--- config.mk ---
export PLATFORM = sky130hd
export DESIGN_NAME = instr_fetch_flat
export DESIGN_NICKNAME = d
export VERILOG_FILES = /design/src/rtl/instr_fetch_if.sv /design/src/rtl/instr_fetch.sv /design/src/flat_wrapper.sv
export SDC_FILE = /design/constraint.sdc
export NUM_CORES = 1
export LEC_CHECK = 0
export BUFFER_PORTS_ARGS = -buffer_cell sky130_fd_sc_hd__buf_4
export CAP_MARGIN = 10
export CORE_ASPECT_RATIO = 0.75
export CORE_MARGIN = 2
export CORE_UTILIZATION = 54
export DETAILED_ROUTE_END_ITERATION = 16
export GPL_TIMING_DRIVEN = 1
export PLACE_DENSITY = 0.95
export SLEW_MARGIN = 20
export SYNTH_ARGS = -nofsm -noshare
export SYNTH_HDL_FRONTEND = slang
export SYNTH_SLANG_ARGS = --single-unit
--- constraint.sdc ---
create_clock -name clk -period 4.8 [get_ports clk]
set_clock_uncertainty 0.05 [all_clocks]
set_input_delay 0.24 -clock clk [delete_from_list [all_inputs] [get_ports clk]]
set_output_delay 0.24 -clock clk [all_outputs]
set_load 0.02 [all_outputs]
--- src/rtl/instr_fetch_if.sv ---
// Instruction-memory and decode handshake bundle for instr_fetch.
// master = fetch unit side, slave = memory/decode environment side.
interface instr_fetch_if #(
  parameter int unsigned ADDR_WIDTH = 32
);
  logic                  imem_req;
  logic [ADDR_WIDTH-1:0] imem_addr;
  logic                  imem_gnt;
  logic                  imem_rvalid;
  logic [31:0]           imem_rdata;

  logic                  instr_valid;
  logic                  instr_ready;
  logic [31:0]           instr;
  logic [ADDR_WIDTH-1:0] instr_pc;
  logic [6:0]            opcode;
  logic [2:0]            funct3;
  logic [6:0]            funct7;

  logic                  branch;
  logic [ADDR_WIDTH-1:0] branch_target;

  modport master (
    output imem_req, imem_addr,
    input  imem_gnt, imem_rvalid, imem_rdata,
    output instr_valid, instr, instr_pc, opcode, funct3, funct7,
    input  instr_ready, branch, branch_target
  );

  modport slave (
    input  imem_req, imem_addr,
    output imem_gnt, imem_rvalid, imem_rdata,
    input  instr_valid, instr, instr_pc, opcode, funct3, funct7,
    output instr_ready, branch, branch_target
  );
endinterface

--- src/rtl/instr_fetch.sv ---
// Instruction fetch unit: owns the PC, fetches one word at a time from imem,
// buffers it for decode and applies taken-branch redirects on consume.
module instr_fetch #(
  parameter int unsigned           ADDR_WIDTH = 32,
  parameter logic [ADDR_WIDTH-1:0] RESET_PC   = '0
) (
  input  logic        clk,
  input  logic        rst_n,
  instr_fetch_if.master bus,
  output logic        fault,
  output logic [31:0] fetch_count
);

  typedef enum logic [1:0] {
    S_REQ,
    S_WAIT,
    S_HOLD,
    S_FAULT
  } state_e;

  localparam logic [ADDR_WIDTH-1:0] PC_STEP = ADDR_WIDTH'(4);

  state_e                state_q, state_d;
  logic [ADDR_WIDTH-1:0] pc_q, pc_d;
  logic [ADDR_WIDTH-1:0] instr_pc_q, instr_pc_d;
  logic [31:0]           instr_q, instr_d;
  logic [31:0]           count_q, count_d;
  logic                  fault_q, fault_d;

  always_ff @(posedge clk) begin
    if (!rst_n) begin
      state_q    <= S_REQ;
      pc_q       <= RESET_PC;
      instr_pc_q <= '0;
      instr_q    <= '0;
      count_q    <= '0;
      fault_q    <= 1'b0;
    end else begin
      state_q    <= state_d;
      pc_q       <= pc_d;
      instr_pc_q <= instr_pc_d;
      instr_q    <= instr_d;
      count_q    <= count_d;
      fault_q    <= fault_d;
    end
  end

  always_comb begin
    state_d    = state_q;
    pc_d       = pc_q;
    instr_pc_d = instr_pc_q;
    instr_d    = instr_q;
    count_d    = count_q;
    fault_d    = fault_q;
    unique case (state_q)
      S_REQ: begin
        if (bus.imem_gnt) state_d = S_WAIT;
      end
      S_WAIT: begin
        if (bus.imem_rvalid) begin
          instr_d    = bus.imem_rdata;
          instr_pc_d = pc_q;
          state_d    = S_HOLD;
        end
      end
      S_HOLD: begin
        if (bus.instr_ready) begin
          count_d = count_q + 32'd1;
          if (!bus.branch) begin
            pc_d    = pc_q + PC_STEP;
            state_d = S_REQ;
          end else if (bus.branch_target[1:0] == 2'b00) begin
            pc_d    = bus.branch_target;
            state_d = S_REQ;
          end else begin
            // Misaligned redirect: keep pc, park until reset.
            fault_d = 1'b1;
            state_d = S_FAULT;
          end
        end
      end
      S_FAULT: begin
        state_d = S_FAULT;
      end
    endcase
  end

  assign bus.imem_req    = (state_q == S_REQ);
  assign bus.imem_addr   = pc_q;
  assign bus.instr_valid = (state_q == S_HOLD);
  assign bus.instr       = instr_q;
  assign bus.instr_pc    = instr_pc_q;
  assign bus.opcode      = instr_q[6:0];
  assign bus.funct3      = instr_q[14:12];
  assign bus.funct7      = instr_q[31:25];

  assign fault       = fault_q;
  assign fetch_count = count_q;

endmodule

--- src/flat_wrapper.sv ---
// flat-port wrapper written by rule: the top's interface ports become plain ports
module instr_fetch_flat 
#(
  parameter int unsigned           ADDR_WIDTH = 32,
  parameter logic [ADDR_WIDTH-1:0] RESET_PC   = '0
)
  (clk, rst_n, fault, fetch_count, bus_imem_req, bus_imem_addr, bus_imem_gnt, bus_imem_rvalid, bus_imem_rdata, bus_instr_valid, bus_instr, bus_instr_pc, bus_opcode, bus_funct3, bus_funct7, bus_instr_ready, bus_branch, bus_branch_target);
  instr_fetch_if #(.ADDR_WIDTH(ADDR_WIDTH)) bus_i ();
  input  logic clk;
  input  logic rst_n;
  output logic fault;
  output logic [31:0] fetch_count;
  output wire logic [$bits(bus_i.imem_req)-1:0] bus_imem_req;
  output wire logic [$bits(bus_i.imem_addr)-1:0] bus_imem_addr;
  input wire logic [$bits(bus_i.imem_gnt)-1:0] bus_imem_gnt;
  input wire logic [$bits(bus_i.imem_rvalid)-1:0] bus_imem_rvalid;
  input wire logic [$bits(bus_i.imem_rdata)-1:0] bus_imem_rdata;
  output wire logic [$bits(bus_i.instr_valid)-1:0] bus_instr_valid;
  output wire logic [$bits(bus_i.instr)-1:0] bus_instr;
  output wire logic [$bits(bus_i.instr_pc)-1:0] bus_instr_pc;
  output wire logic [$bits(bus_i.opcode)-1:0] bus_opcode;
  output wire logic [$bits(bus_i.funct3)-1:0] bus_funct3;
  output wire logic [$bits(bus_i.funct7)-1:0] bus_funct7;
  input wire logic [$bits(bus_i.instr_ready)-1:0] bus_instr_ready;
  input wire logic [$bits(bus_i.branch)-1:0] bus_branch;
  input wire logic [$bits(bus_i.branch_target)-1:0] bus_branch_target;
  assign bus_imem_req = bus_i.imem_req;
  assign bus_imem_addr = bus_i.imem_addr;
  assign bus_i.imem_gnt = bus_imem_gnt;
  assign bus_i.imem_rvalid = bus_imem_rvalid;
  assign bus_i.imem_rdata = bus_imem_rdata;
  assign bus_instr_valid = bus_i.instr_valid;
  assign bus_instr = bus_i.instr;
  assign bus_instr_pc = bus_i.instr_pc;
  assign bus_opcode = bus_i.opcode;
  assign bus_funct3 = bus_i.funct3;
  assign bus_funct7 = bus_i.funct7;
  assign bus_i.instr_ready = bus_instr_ready;
  assign bus_i.branch = bus_branch;
  assign bus_i.branch_target = bus_branch_target;
  instr_fetch #(.ADDR_WIDTH(ADDR_WIDTH), .RESET_PC(RESET_PC)) u_core (.clk(clk), .rst_n(rst_n), .bus(bus_i), .fault(fault), .fetch_count(fetch_count));
endmodule
==> results.md, run 1 <==
- Relative slew slack: 38.31%
- Endpoint class of the critical path: flop
- Depth of the CTS H-tree: 4
- Average cell area after synthesis: 7.791 um^2
- Global-route wire length before repair: 32510 um
- Filler Cells Inserted: 819
- Chip Width: 127.5 um
- Largest buffer count on any clock path: 2
- Depth of the worst register-to-register path: 5
- Post-detailed-routing wire length: 20090 um
- Number of iterations in the first detailed-routing pass: 6
- Clk sink count: 131
- # DRC: 0
- Area of the mapped netlist: 6178 um^2
- Aggregate negative setup slack: 0 ps
- Number of endpoints with negative hold slack in the final report: 0
- Cells after Synth: 793
- Ports: 218
- Critical register-to-register path startpoint: u_core.state_q[1]
- Inserted Clock Buffers: 17
- Site row count: 33
- Final setup violation count: 0
- Crit path max fanout: 17
- Critical R2R Capture: u_core.bus.imem_addr[6]
- Post-synthesis register bit count: 131
- Final HPWL from detailed placement: 13830 um
- Area fraction of the dominant cell type after synthesis: 42.45%
- Leakage: 3.203 nW
- Number of buffers inserted for hold repair after clock tree synthesis: 0
- Post-synth cell types: 58
- Layout net count: 1031
- Worst hold endpoint: u_core.bus.instr[4]
- Achievable frequency: 364.5 MHz
- Library cell with the largest summed area after synthesis: sky130_fd_sc_hd__dfxtp_1
- Area overhead of the layout relative to synthesis: 34.12%
- All-layer global routing usage: 32.48%
- Origin of the worst min-delay path: bus_imem_rdata[4]
- Worst Hold Depth: 3
- Largest net degree at the start of global routing: 57
- Flop-to-flop setup slack: 2060 ps
- Sequential area share after synthesis: 42.45%
- Routed wirelength normalized by instance count: 18.07 um
- Remaining antenna violation count after routing: 0
- Vias per cell: 6.213
- Commonest cells in the netlist: sky130_fd_sc_hd__nand2_1, sky130_fd_sc_hd__dfxtp_1, sky130_fd_sc_hd__a21oi_1
- RSZ-0062 raised after global routing: false
- Pins over their slew limit: 0
- Final period demand of the worst path: 2744 ps
- Final period utilization: 57.16%
- Antenna violations before repair: 0
- Number of global-route vias before repair: 6372
- Crit path required time: 5060 ps
- 1st-iter DRT viols: 983
- Type of the worst setup path: flop to flop
- Worst Setup Start Kind: flop
- Clock transition at the register clock pins on the worst setup and hold paths after CTS: 60 ps
- Yosys warning total: 0
- Pwr/cell area: 334.4 nW/um^2
- Final GP Congestion: 0.9416
- Count of buffers added by post-CTS timing repair for setup: 0
- Share of flip-flops with an asynchronous set or reset: 0%
- Number of enable-type register cells in the synthesized netlist: 0
- Classification of the worst-slack hold path: input pin to flop
- Dominant cells by area after synthesis: sky130_fd_sc_hd__dfxtp_1, sky130_fd_sc_hd__nand2_1, sky130_fd_sc_hd__a21oi_1
- Ant. Diodes: 0
- Synth Net Count: 865
- Post-Place Worst Slack: 2277 ps
- Arr. time, crit path: 3000 ps
- Initial core utilization: 56.04%
- CTS tree: yes
- Max-cap violations: 0
- Flip-flop cell with the highest count after synthesis: sky130_fd_sc_hd__dfxtp_1
- Post-layout worst setup margin: 2056 ps
- Later-pin clock latency in the skew report: 420 ps
- Share of layout cells above drive strength 1: 26.75%
- Worst-Margin Slew: 918.4 ps
- Core area: 11020 um^2
- Die height: 96.64 um
- Buffers added on ports: 217
- Die area: 12320 um^2
- Global route overflow: 0
- Most numerous cell in the Yosys netlist: sky130_fd_sc_hd__nand2_1
- Number of vias in the routed layout: 6909
- Buffer type at the clock tree root: sky130_fd_sc_hd__clkbuf_16
- Outcome: completed
- PostCTS Resize Cnt: 0
- Worst vdd rail ir drop: 0.2697 mV
==> through the flow <==
step	util, %	area (um^2)	std cells	hold WS [ps]	total power, mW
floorplan	-	6178	793	326.0	1.312
global placement	69.56	7669	1080	392.1	1.429
detailed placement	69.56	7669	1080	396.6	1.434
CTS	75.17	8287	1112	13.34	2.775
global route	75.17	8287	1112	14.13	2.856
finish	75.17	8287	1112	19.28	2.771
==> cells in the final DEF (no fill, tap or decap), types with 17 or more instances in the layout <==
master,Yosys,layout
sky130_fd_sc_hd__o311ai_0,20,20
sky130_fd_sc_hd__buf_4,18,221
sky130_fd_sc_hd__nand3_1,33,32
sky130_fd_sc_hd__o21ai_0,31,31
sky130_fd_sc_hd__a21oi_1,95,95
sky130_fd_sc_hd__nand4_1,23,23
sky130_fd_sc_hd__nor2_1,21,20
sky130_fd_sc_hd__clkbuf_16,0,17
sky130_fd_sc_hd__dfxtp_1,131,131
sky130_fd_sc_hd__nand2_1,179,179
==> sequential cells by signal (all words and copies together) (netlist names) <==
| name | cells |
|---|---|
| u_core.bus.imem_addr | 32 |
| u_core.state_q | 2 |
| u_core.bus.instr_pc | 32 |
| u_core.fetch_count | 32 |
| u_core.fault | 1 |
| u_core.bus.instr | 32 |
==> where the power goes <==
group          leakage (nW)  total (mW)  switching, mW  internal [mW]
combinational          1.85       0.268          0.160          0.109
clock                 0.297        1.36          0.487          0.868
sequential             1.06        1.15         0.0325           1.11
==> per-layer routing <==
metal / wire length (um) / vias to the layer above / GRT usage [%]
met5: 0 / - / 0
met4: 366 / 0 / 9.890
met3: 2314 / 56 / 10.12
met2: 9293 / 468 / 51.34
met1: 8117 / 3191 / 42.62
li1: - / 3194 / -
==> layout make-up <==
type	count	area, um^2	area share (%)
Clock inverter	13	185.2	2.235
Timing Repair Buffer	221	1659	20.02
Sequential cell	131	2623	31.65
Inverter	16	61.31	0.7398
Clock buffer	19	432.9	5.224
Multi-Input combinational cell	572	3151	38.02
Tap cell	140	175.2	2.114
==> how the worst max path moves through the flow <==
stage / start / endpoint / slack, ps
final: u_core.state_q[1] / u_core.bus.imem_addr[6] / 2060
after global routing: u_core.state_q[1] / u_core.bus.imem_addr[6] / 1910
after CTS: u_core.state_q[1] / u_core.bus.imem_addr[6] / 2100
after detailed placement: u_core.state_q[1] / u_core.bus.imem_addr[6] / 2280
after global placement: rst_n / u_core.bus.imem_addr[12] / 2390
after floorplan: u_core.bus.imem_addr[7] / u_core.bus.imem_addr[31] / 2670
==> cells by family after synthesis <==
group           synth area share [%]
buf+inv                        6.764
simple gates                   28.29
compound gates                 20.17
fa+ha+maj                     0.4050
xor+xnor                       1.276
flops                          42.45
mux                           0.6481
==> critical path, cell delays in order, from the launching register on <==
cell and delay (ps):
sky130_fd_sc_hd__dfxtp_1 500, sky130_fd_sc_hd__nand3b_1 480, sky130_fd_sc_hd__buf_4 380, sky130_fd_sc_hd__nor2_1 710, sky130_fd_sc_hd__a21oi_1 190, sky130_fd_sc_hd__a211oi_1 320
(Power assumes the default switching activity.)
==> run 2: changes to the inputs <==
--- a/config.mk
+++ b/config.mk
@@ -9,10 +9,10 @@
 export CAP_MARGIN = 10
 export CORE_ASPECT_RATIO = 0.75
 export CORE_MARGIN = 2
-export CORE_UTILIZATION = 54
+export CORE_UTILIZATION = 45
 export DETAILED_ROUTE_END_ITERATION = 16
 export GPL_TIMING_DRIVEN = 1
-export PLACE_DENSITY = 0.95
+export PLACE_DENSITY = 0.85
 export SLEW_MARGIN = 20
 export SYNTH_ARGS = -nofsm -noshare
 export SYNTH_HDL_FRONTEND = slang
==> constraint.sdc (replaced) <==
create_clock -name clk -period 2.3 [get_ports clk]
set_clock_uncertainty 0.05 [all_clocks]
set_input_delay 0.115 -clock clk [delete_from_list [all_inputs] [get_ports clk]]
set_output_delay 0.115 -clock clk [all_outputs]
set_load 0.02 [all_outputs]
==> run 2 against run 1 <==
Combinational power grew 150%. Non-clock buffer count rose by 72. Clock power increased by 99%. Via count up 1.8%. Critical path depth shrank 1. Worst hold slack gained 7.4 ps. Routed wire length is 5.6% higher.
==> results.md, run 2 (synthesized netlist as in run 1, its figures left out) <==
- Outcome: completed (unchanged)
- Buffer type at the clock tree root: sky130_fd_sc_hd__clkbuf_16 (unchanged)
- Worst-Margin Slew: 1070 ps (was 918.4 ps)
- Flop-to-flop setup slack: 170 ps (was 2060 ps)
- Final setup violation count: 0 (unchanged)
- Max-cap violations: 0 (unchanged)
- Pins over their slew limit: 0 (unchanged)
- Core area: 13560 um^2 (was 11020 um^2)
- Classification of the worst-slack hold path: input pin to flop (unchanged)
- Seq. cell area: 2623 um^2 (unchanged)
- CTS tree: yes (unchanged)
- Clk sink count: 131 (unchanged)
- Relative slew slack: 28.37% (was 38.31%)
- Final HPWL from detailed placement: 14270 um (was 13830 um)
- Pwr/cell area: 640.2 nW/um^2 (was 334.4 nW/um^2)
- Post-route cell area: 8985 um^2 (was 8287 um^2)
- Post-layout worst setup margin: 172.0 ps (was 2056 ps)
- Crit path max fanout: 12 (was 17)
- Commonest non-fill, non-tap cell in the layout: sky130_fd_sc_hd__buf_4 (unchanged)
- Final GP Congestion: 0.8875 (was 0.9416)
- Antenna violations before repair: 0 (unchanged)
- Initial core utilization: 45.55% (was 56.04%)
- Placed cell areas: 7983 um^2 (was 7669 um^2)
- Global route overflow: 0 (unchanged)
- Number of iterations in the first detailed-routing pass: 5 (was 6)
- Commonest cells after routing, fill and taps aside: sky130_fd_sc_hd__buf_4, sky130_fd_sc_hd__nand2_1, sky130_fd_sc_hd__dfxtp_1, sky130_fd_sc_hd__a21oi_1, sky130_fd_sc_hd__dlygate4sd3_1 (was sky130_fd_sc_hd__buf_4, sky130_fd_sc_hd__nand2_1, sky130_fd_sc_hd__dfxtp_1, sky130_fd_sc_hd__a21oi_1, sky130_fd_sc_hd__nand3_1)
- Crit path required time: 2590 ps (was 5060 ps)
- Ant. Diodes: 0 (unchanged)
- Worst vdd rail ir drop: 0.4952 mV (was 0.2697 mV)
- All-layer global routing usage: 28.55% (was 32.48%)
- Area taken by multi-input logic gates: 3154 um^2 (was 3151 um^2)
- Ports: 218 (unchanged)
- Number of cells after detailed placement: 1146 (was 1080)
- Type of the worst setup path: flop to flop (unchanged)
- Share of layout cells above drive strength 1: 28.07% (was 26.75%)
- Inserted Clock Buffers: 17 (unchanged)
- Depth of the CTS H-tree: 4 (unchanged)
- Area overhead of the layout relative to synthesis: 45.42% (was 34.12%)
- Worst hold slack after final layout: 26.69 ps (was 19.28 ps)
- Buffers added on ports: 217 (unchanged)
- Die height: 105.5 um (was 96.64 um)
- Achievable frequency: 469.9 MHz (was 364.5 MHz)
- Chip Width: 139.3 um (was 127.5 um)
- Die area: 14690 um^2 (was 12320 um^2)
- Count of buffers added by post-CTS timing repair for setup: 0 (unchanged)
- Layout net count: 1103 (was 1031)
- Later-pin clock latency in the skew report: 420 ps (about the same)
- Number of global-route vias before repair: 6573 (was 6372)
- 1st-iter DRT viols: 787 (was 983)
- Leakage: 3.527 nW (was 3.203 nW)
- Clock transition at the register clock pins on the worst setup and hold paths after CTS: 60 ps (about the same)
- Filler Cells Inserted: 1084 (was 819)
- Site row count: 37 (was 33)
- # DRC: 0 (unchanged)
- Routed wirelength normalized by instance count: 17.40 um (was 18.07 um)
- Non-filler instance count after layout: 1219 (was 1112)
- Aggregate negative setup slack: 0 ps (unchanged)
- Number of vias in the routed layout: 7035 (was 6909)
- Final period demand of the worst path: 2128 ps (was 2744 ps)
- Total power consumption of the routed design: 5.752 mW (was 2.771 mW)
- Post-detailed-routing wire length: 21210 um (was 20090 um)
- Largest buffer count on any clock path: 2 (unchanged)
- Final period utilization: 92.52% (was 57.16%)
- Post-Place Worst Slack: 105.0 ps (was 2277 ps)
- Global-route wire length before repair: 34060 um (was 32510 um)
- Arr. time, crit path: 2420 ps (was 3000 ps)
- Largest net degree at the start of global routing: 65 (was 57)
- Number of endpoints with negative hold slack in the final report: 0 (unchanged)
- Remaining antenna violation count after routing: 0 (unchanged)
- RSZ-0062 raised after global routing: false (unchanged)
- Core Util, Final: 66.24% (was 75.17%)
- Vias per cell: 5.771 (was 6.213)
- Endpoint class of the critical path: flop (unchanged)
- Worst Setup Start Kind: flop (unchanged)
[run 2: final cells by class]
| type | instances | area share, % |
|---|---|---|
| Clock buffer | 20 | 5.083 |
| Clock inverter | 12 | 1.462 |
| Inverter | 16 | 0.6824 |
| Multi-Input combinational cell | 572 | 35.11 |
| Sequential cell | 131 | 29.19 |
| Tap cell | 175 | 2.437 |
| Timing Repair Buffer | 293 | 26.04 |
[run 2: path summary, 6_finish.rpt]
kind,start,to,cells after the start
worst max register to register,u_core.state_q[1],u_core.bus.imem_addr[2],4
worst max-delay path,u_core.state_q[1],u_core.bus.imem_addr[2],4
worst min-delay path,bus_branch_target[8],u_core.bus.imem_addr[8],5
worst min register to register,u_core.bus.instr_pc[28],u_core.bus.instr_pc[28],2
[run 2: power breakdown]
group          total, mW  internal (mW)  switching, mW
clock               2.70           1.65           1.05
sequential          2.39           2.32         0.0629
combinational      0.663          0.295          0.368
total               5.75           4.27           1.48
[run 2: layer usage]
metal | part of all wire, % | vias up | global-route usage, %
li1 | - | 3330 | -
met1 | 40 | 3242 | 36.77
met2 | 46 | 425 | 44.85
met3 | 12 | 38 | 10.22
met4 | 1.9 | 0 | 9.091
met5 | 0 | - | 0
[run 2: repair_timing]
| action | CTS | global route |
|---|---|---|
| endpoints found under the hold margin | 41 | 0 |
| gates resized for setup | 0 | 1 |
| hold buffers | 41 | 0 |
| endpoints found under the setup margin | 0 | 9 |
[run 2: worst max-delay path, stage by stage (launching register included)]
cell and delay [ps]:
sky130_fd_sc_hd__dfxtp_1 530, sky130_fd_sc_hd__nand3b_1 200, sky130_fd_sc_hd__nor2_1 860, sky130_fd_sc_hd__nand3_1 210, sky130_fd_sc_hd__a21oi_1 200
==> run 3: changes to the inputs <==
--- a/config.mk
+++ b/config.mk
@@ -5,14 +5,15 @@
 export SDC_FILE = /design/constraint.sdc
 export NUM_CORES = 1
 export LEC_CHECK = 0
+export ABC_AREA = 1
 export BUFFER_PORTS_ARGS = -buffer_cell sky130_fd_sc_hd__buf_4
 export CAP_MARGIN = 10
 export CORE_ASPECT_RATIO = 0.75
 export CORE_MARGIN = 2
-export CORE_UTILIZATION = 45
+export CORE_UTILIZATION = 46
 export DETAILED_ROUTE_END_ITERATION = 16
 export GPL_TIMING_DRIVEN = 1
-export PLACE_DENSITY = 0.85
+export PLACE_DENSITY = 0.86
 export SLEW_MARGIN = 20
 export SYNTH_ARGS = -nofsm -noshare
 export SYNTH_HDL_FRONTEND = slang
==> run 3 against run 2 <==
Worst setup slack improved by 250 ps. Synthesized cell count rose by 24%. Largest power group unchanged. Combinational power rose by 73%. Area after synthesis rose by 4.4%. Highest routed layer unchanged.
==> results.md, run 3 <==
- Global route overflow: 0 (unchanged)
- Final GP Congestion: 0.9806 (was 0.8875)
- 1st-iter DRT viols: 520 (was 787)
- Worst Hold Depth: 5 (unchanged)
- Synth Area in Adders: 0.3880% (was 0.4050%)
- Number of enable-type register cells in the synthesized netlist: 0 (unchanged)
- Routed wirelength normalized by instance count: 15.78 um (was 17.40 um)
- Type of the worst setup path: flop to flop (unchanged)
- Post-synth cell types: 41 (was 58)
- Number of vias in the routed layout: 7411 (was 7035)
- Sequential area share after synthesis: 40.67% (was 42.45%)
- Area fraction of the dominant cell type after synthesis: 40.67% (was 42.45%)
- Largest buffer count on any clock path: 2 (unchanged)
- Later-pin clock latency in the skew report: 420 ps (about the same)
- Depth of the CTS H-tree: 4 (unchanged)
- Remaining antenna violation count after routing: 0 (unchanged)
- Final HPWL from detailed placement: 15220 um (was 14270 um)
- All-layer global routing usage: 29.45% (was 28.55%)
- Worst hold endpoint: u_core.bus.imem_addr[12] (was u_core.bus.imem_addr[8])
- Crit path max fanout: 4 (was 12)
- Final period demand of the worst path: 1881 ps (was 2128 ps)
- Commonest non-fill, non-tap cell in the layout: sky130_fd_sc_hd__nand2_1 (was sky130_fd_sc_hd__buf_4)
- Clk sink count: 131 (unchanged)
- Buffers added on ports: 217 (unchanged)
- Main combinational cell family by area after synthesis: simple AND/OR/NAND/NOR gates (unchanged)
- Worst Setup Start Kind: flop (unchanged)
- Die height: 106.5 um (was 105.5 um)
- Average cell area after synthesis: 6.540 um^2 (was 7.791 um^2)
- Worst path buffer plus inverter count: 2 (was 0)
- Achievable frequency: 531.6 MHz (was 469.9 MHz)
- Aggregate negative setup slack: 0 ps (unchanged)
- Vias per cell: 5.301 (was 5.771)
- Library cell with the largest summed area after synthesis: sky130_fd_sc_hd__dfxtp_1 (unchanged)
- Critical Path Stages: 10 (was 4)
- Origin of the worst min-delay path: bus_branch_target[12] (was bus_branch_target[8])
- Pins over their slew limit: 0 (unchanged)
- Pwr/cell area: 705.1 nW/um^2 (was 640.2 nW/um^2)
- Xor/xnor cell area share of the yosys netlist: 0.5433% (was 1.276%)
- Worst-Margin Slew: 795.9 ps (was 1070 ps)
- Total power consumption of the routed design: 6.340 mW (was 5.752 mW)
- Area overhead of the layout relative to synthesis: 39.43% (was 45.42%)
- Endpoint class of the critical path: flop (unchanged)
- # DRC: 0 (unchanged)
- Critical register-to-register path startpoint: u_core.fetch_count[0] (was u_core.state_q[1])
- Synth Net Count: 1058 (was 865)
- Relative slew slack: 46.94% (was 28.37%)
- Critical R2R Capture: u_core.fetch_count[22] (was u_core.bus.imem_addr[2])
- Top cell by count, worst path: sky130_fd_sc_hd__nor2_1
- Ant. Diodes: 0 (unchanged)
- Clock transition at the register clock pins on the worst setup and hold paths after CTS: 60 ps (about the same)
- Yosys warning total: 0 (unchanged)
- Global-route wire length before repair: 35160 um (was 34060 um)
- Final period utilization: 81.80% (was 92.52%)
- Dominant cells by area after synthesis: sky130_fd_sc_hd__dfxtp_1, sky130_fd_sc_hd__nand2_1, sky130_fd_sc_hd__nor2_1 (was sky130_fd_sc_hd__dfxtp_1, sky130_fd_sc_hd__nand2_1, sky130_fd_sc_hd__a21oi_1)
- Share of flip-flops with an asynchronous set or reset: 0% (unchanged)
- Worst vdd rail ir drop: 0.5619 mV (was 0.4952 mV)
- Worst path cell trace: ha_1 > inv_1 > nor2_1 > nand3_2 > inv_2 > nand3_1 > nor2_1 > nand3_1 > nand2_1 > nor2_1 (was nand3b_1 > nor2_1 > nand3_1 > a21oi_1)
- Post-synthesis register bit count: 131 (unchanged)
- Arr. time, crit path: 2140 ps (was 2420 ps)
- Fraction of the mapped netlist area in simple logic gates: 34.73% (was 28.29%)
- Final setup violation count: 0 (unchanged)
- Slowest cell delay on critical path: 390 ps (was 860 ps)
- Post-detailed-routing wire length: 22060 um (was 21210 um)
- Max-cap violations: 0 (unchanged)
- Crit path required time: 2560 ps (was 2590 ps)
- Share of cell area taken by muxes after synthesis: 0% (was 0.6480%)
- Depth of the worst register-to-register path: 10 (was 4)
- Core area: 13700 um^2 (was 13560 um^2)
- Count of buffers added by post-CTS timing repair for setup: 0 (unchanged)
- Die area: 14990 um^2 (was 14690 um^2)
- Cell with the biggest individual delay on the critical path: sky130_fd_sc_hd__dfxtp_1 (was sky130_fd_sc_hd__nor2_1)
- Initial core utilization: 47.06% (was 45.55%)
- Most numerous cell in the Yosys netlist: sky130_fd_sc_hd__nand2_1 (unchanged)
- Commonest cells in the netlist: sky130_fd_sc_hd__nand2_1, sky130_fd_sc_hd__nor2_1, sky130_fd_sc_hd__dfxtp_1 (was sky130_fd_sc_hd__nand2_1, sky130_fd_sc_hd__dfxtp_1, sky130_fd_sc_hd__a21oi_1)
- Number of endpoints with negative hold slack in the final report: 0 (unchanged)
- Classification of the worst-slack hold path: input pin to flop (unchanged)
- Kind of cell adding the most delay to the critical path: simple AND/OR/NAND/NOR gates (unchanged)
- RSZ-0062 raised after global routing: false (unchanged)
- PostCTS Resize Cnt: 0 (unchanged)
- Antenna violations before repair: 0 (unchanged)
- Number of iterations in the first detailed-routing pass: 7 (was 5)
- Number of global-route vias before repair: 7006 (was 6573)
- Ports: 218 (unchanged)
- Chip Width: 140.7 um (was 139.3 um)
- Buffer type at the clock tree root: sky130_fd_sc_hd__clkbuf_16 (unchanged)
- Outcome: completed (unchanged)
- Flip-flop cell with the highest count after synthesis: sky130_fd_sc_hd__dfxtp_1 (unchanged)
- Share of layout cells above drive strength 1: 22.98% (was 28.07%)
- Cells after Synth: 986 (was 793)
- Leakage: 3.862 nW (was 3.527 nW)
- Largest net degree at the start of global routing: 84 (was 65)
- Area of the mapped netlist: 6449 um^2 (was 6178 um^2)
- Compound-Gate Fraction of Synth Area: 14.80% (was 20.17%)
- Layout net count: 1282 (was 1103)
- Number of buffers inserted for hold repair after clock tree synthesis: 35 (was 41)
- Inserted Clock Buffers: 17 (unchanged)
- Flop-to-flop setup slack: 420 ps (was 170 ps)
- Site row count: 37 (unchanged)
- CTS tree: yes (unchanged)
- Commonest cells after routing, fill and taps aside: sky130_fd_sc_hd__nand2_1, sky130_fd_sc_hd__buf_4, sky130_fd_sc_hd__nor2_1, sky130_fd_sc_hd__dfxtp_1, sky130_fd_sc_hd__o21ai_0 (was sky130_fd_sc_hd__buf_4, sky130_fd_sc_hd__nand2_1, sky130_fd_sc_hd__dfxtp_1, sky130_fd_sc_hd__a21oi_1, sky130_fd_sc_hd__dlygate4sd3_1)
==> run 3: cell count changes after synthesis, moves of 15 or more <==
cell | previous run | this run
sky130_fd_sc_hd__nand3_1 | 33 | 49
sky130_fd_sc_hd__o311ai_0 | 20 | 0
sky130_fd_sc_hd__inv_1 | 16 | 64
sky130_fd_sc_hd__nand2_1 | 179 | 231
sky130_fd_sc_hd__o21ai_0 | 31 | 92
sky130_fd_sc_hd__a21oi_1 | 95 | 75
sky130_fd_sc_hd__nor2_1 | 21 | 220
sky130_fd_sc_hd__clkbuf_1 | 42 | 27
==> run 3: where the power goes <==
group	switching, mW	internal [mW]	leakage [nW]
Clock	1.12	1.52	0.275
Combinational	0.679	0.469	2.52
Sequential	0.122	2.42	1.06
Total	1.92	4.42	3.86
==> run 3: per-stage QoR <==
| step | cells | area [um^2] | util (%) | hold WS, ps | setup WS (ps) |
|---|---|---|---|---|---|
| 2_1_floorplan | 986 | 6449 | - | 199.9 | 629.2 |
| 3_3_place_gp | 1331 | 8071 | 58.90 | 284.8 | 579.2 |
| 3_5_place_dp | 1331 | 8071 | 58.90 | 294.4 | 497.6 |
| 4_1_cts | 1398 | 8991 | 65.61 | 4.805 | 482.0 |
| 5_1_grt | 1398 | 8991 | 65.61 | 31.38 | 248.9 |
| 6_report | 1398 | 8991 | 65.61 | 20.58 | 418.7 |
==> run 3: worst max-delay path by stage <==
stage | from | endpoint | slack (ps)
2_1_floorplan | u_core.fetch_count[1] | u_core.fetch_count[22] | 630
5_1_grt | u_core.bus.imem_addr[2] | u_core.bus.imem_addr[24] | 250
3_3_place_gp | u_core.state_q[0] | u_core.bus.imem_addr[7] | 580
3_5_place_dp | u_core.fetch_count[0] | u_core.fetch_count[22] | 500
6_report | u_core.fetch_count[0] | u_core.fetch_count[22] | 420
4_1_cts | u_core.state_q[0] | u_core.bus.imem_addr[8] | 480
==> run 3: tightest hold or removal path, cell delays in order <==
cell                      delay, ps
sky130_fd_sc_hd__buf_4          120
sky130_fd_sc_hd__nand2_1         50
sky130_fd_sc_hd__nand2_1         50
sky130_fd_sc_hd__nand2_1         50
sky130_fd_sc_hd__a21oi_1         50
==> run 3: layer usage <==
metal / wire length [um] / up-vias / share of wire [%] / global-route usage (%)
met5: 0 / - / 0 / 0
met4: 650 / 0 / 2.9 / 11.79
met3: 2245 / 51 / 10 / 7.252
met2: 9920 / 410 / 45 / 46.17
met1: 9238 / 3338 / 42 / 39.16
li1: - / 3612 / - / -
==> run 3: area by class of cell <==
type	instances	area, um^2
clock inverters	14	140.1
flip-flops and latches	131	2623
fillers	1192	4712
repair buffers	262	2054
well taps	175	219.0
multi-input cells	727	3259
inverters	71	266.5
clock buffers	18	429.2
==> run 3: cell families after synthesis <==
family          Yosys count
fa+ha+maj                 2
buf+inv                 128
flops                   131
xor+xnor                  4
compound gates          184
simple gates            537
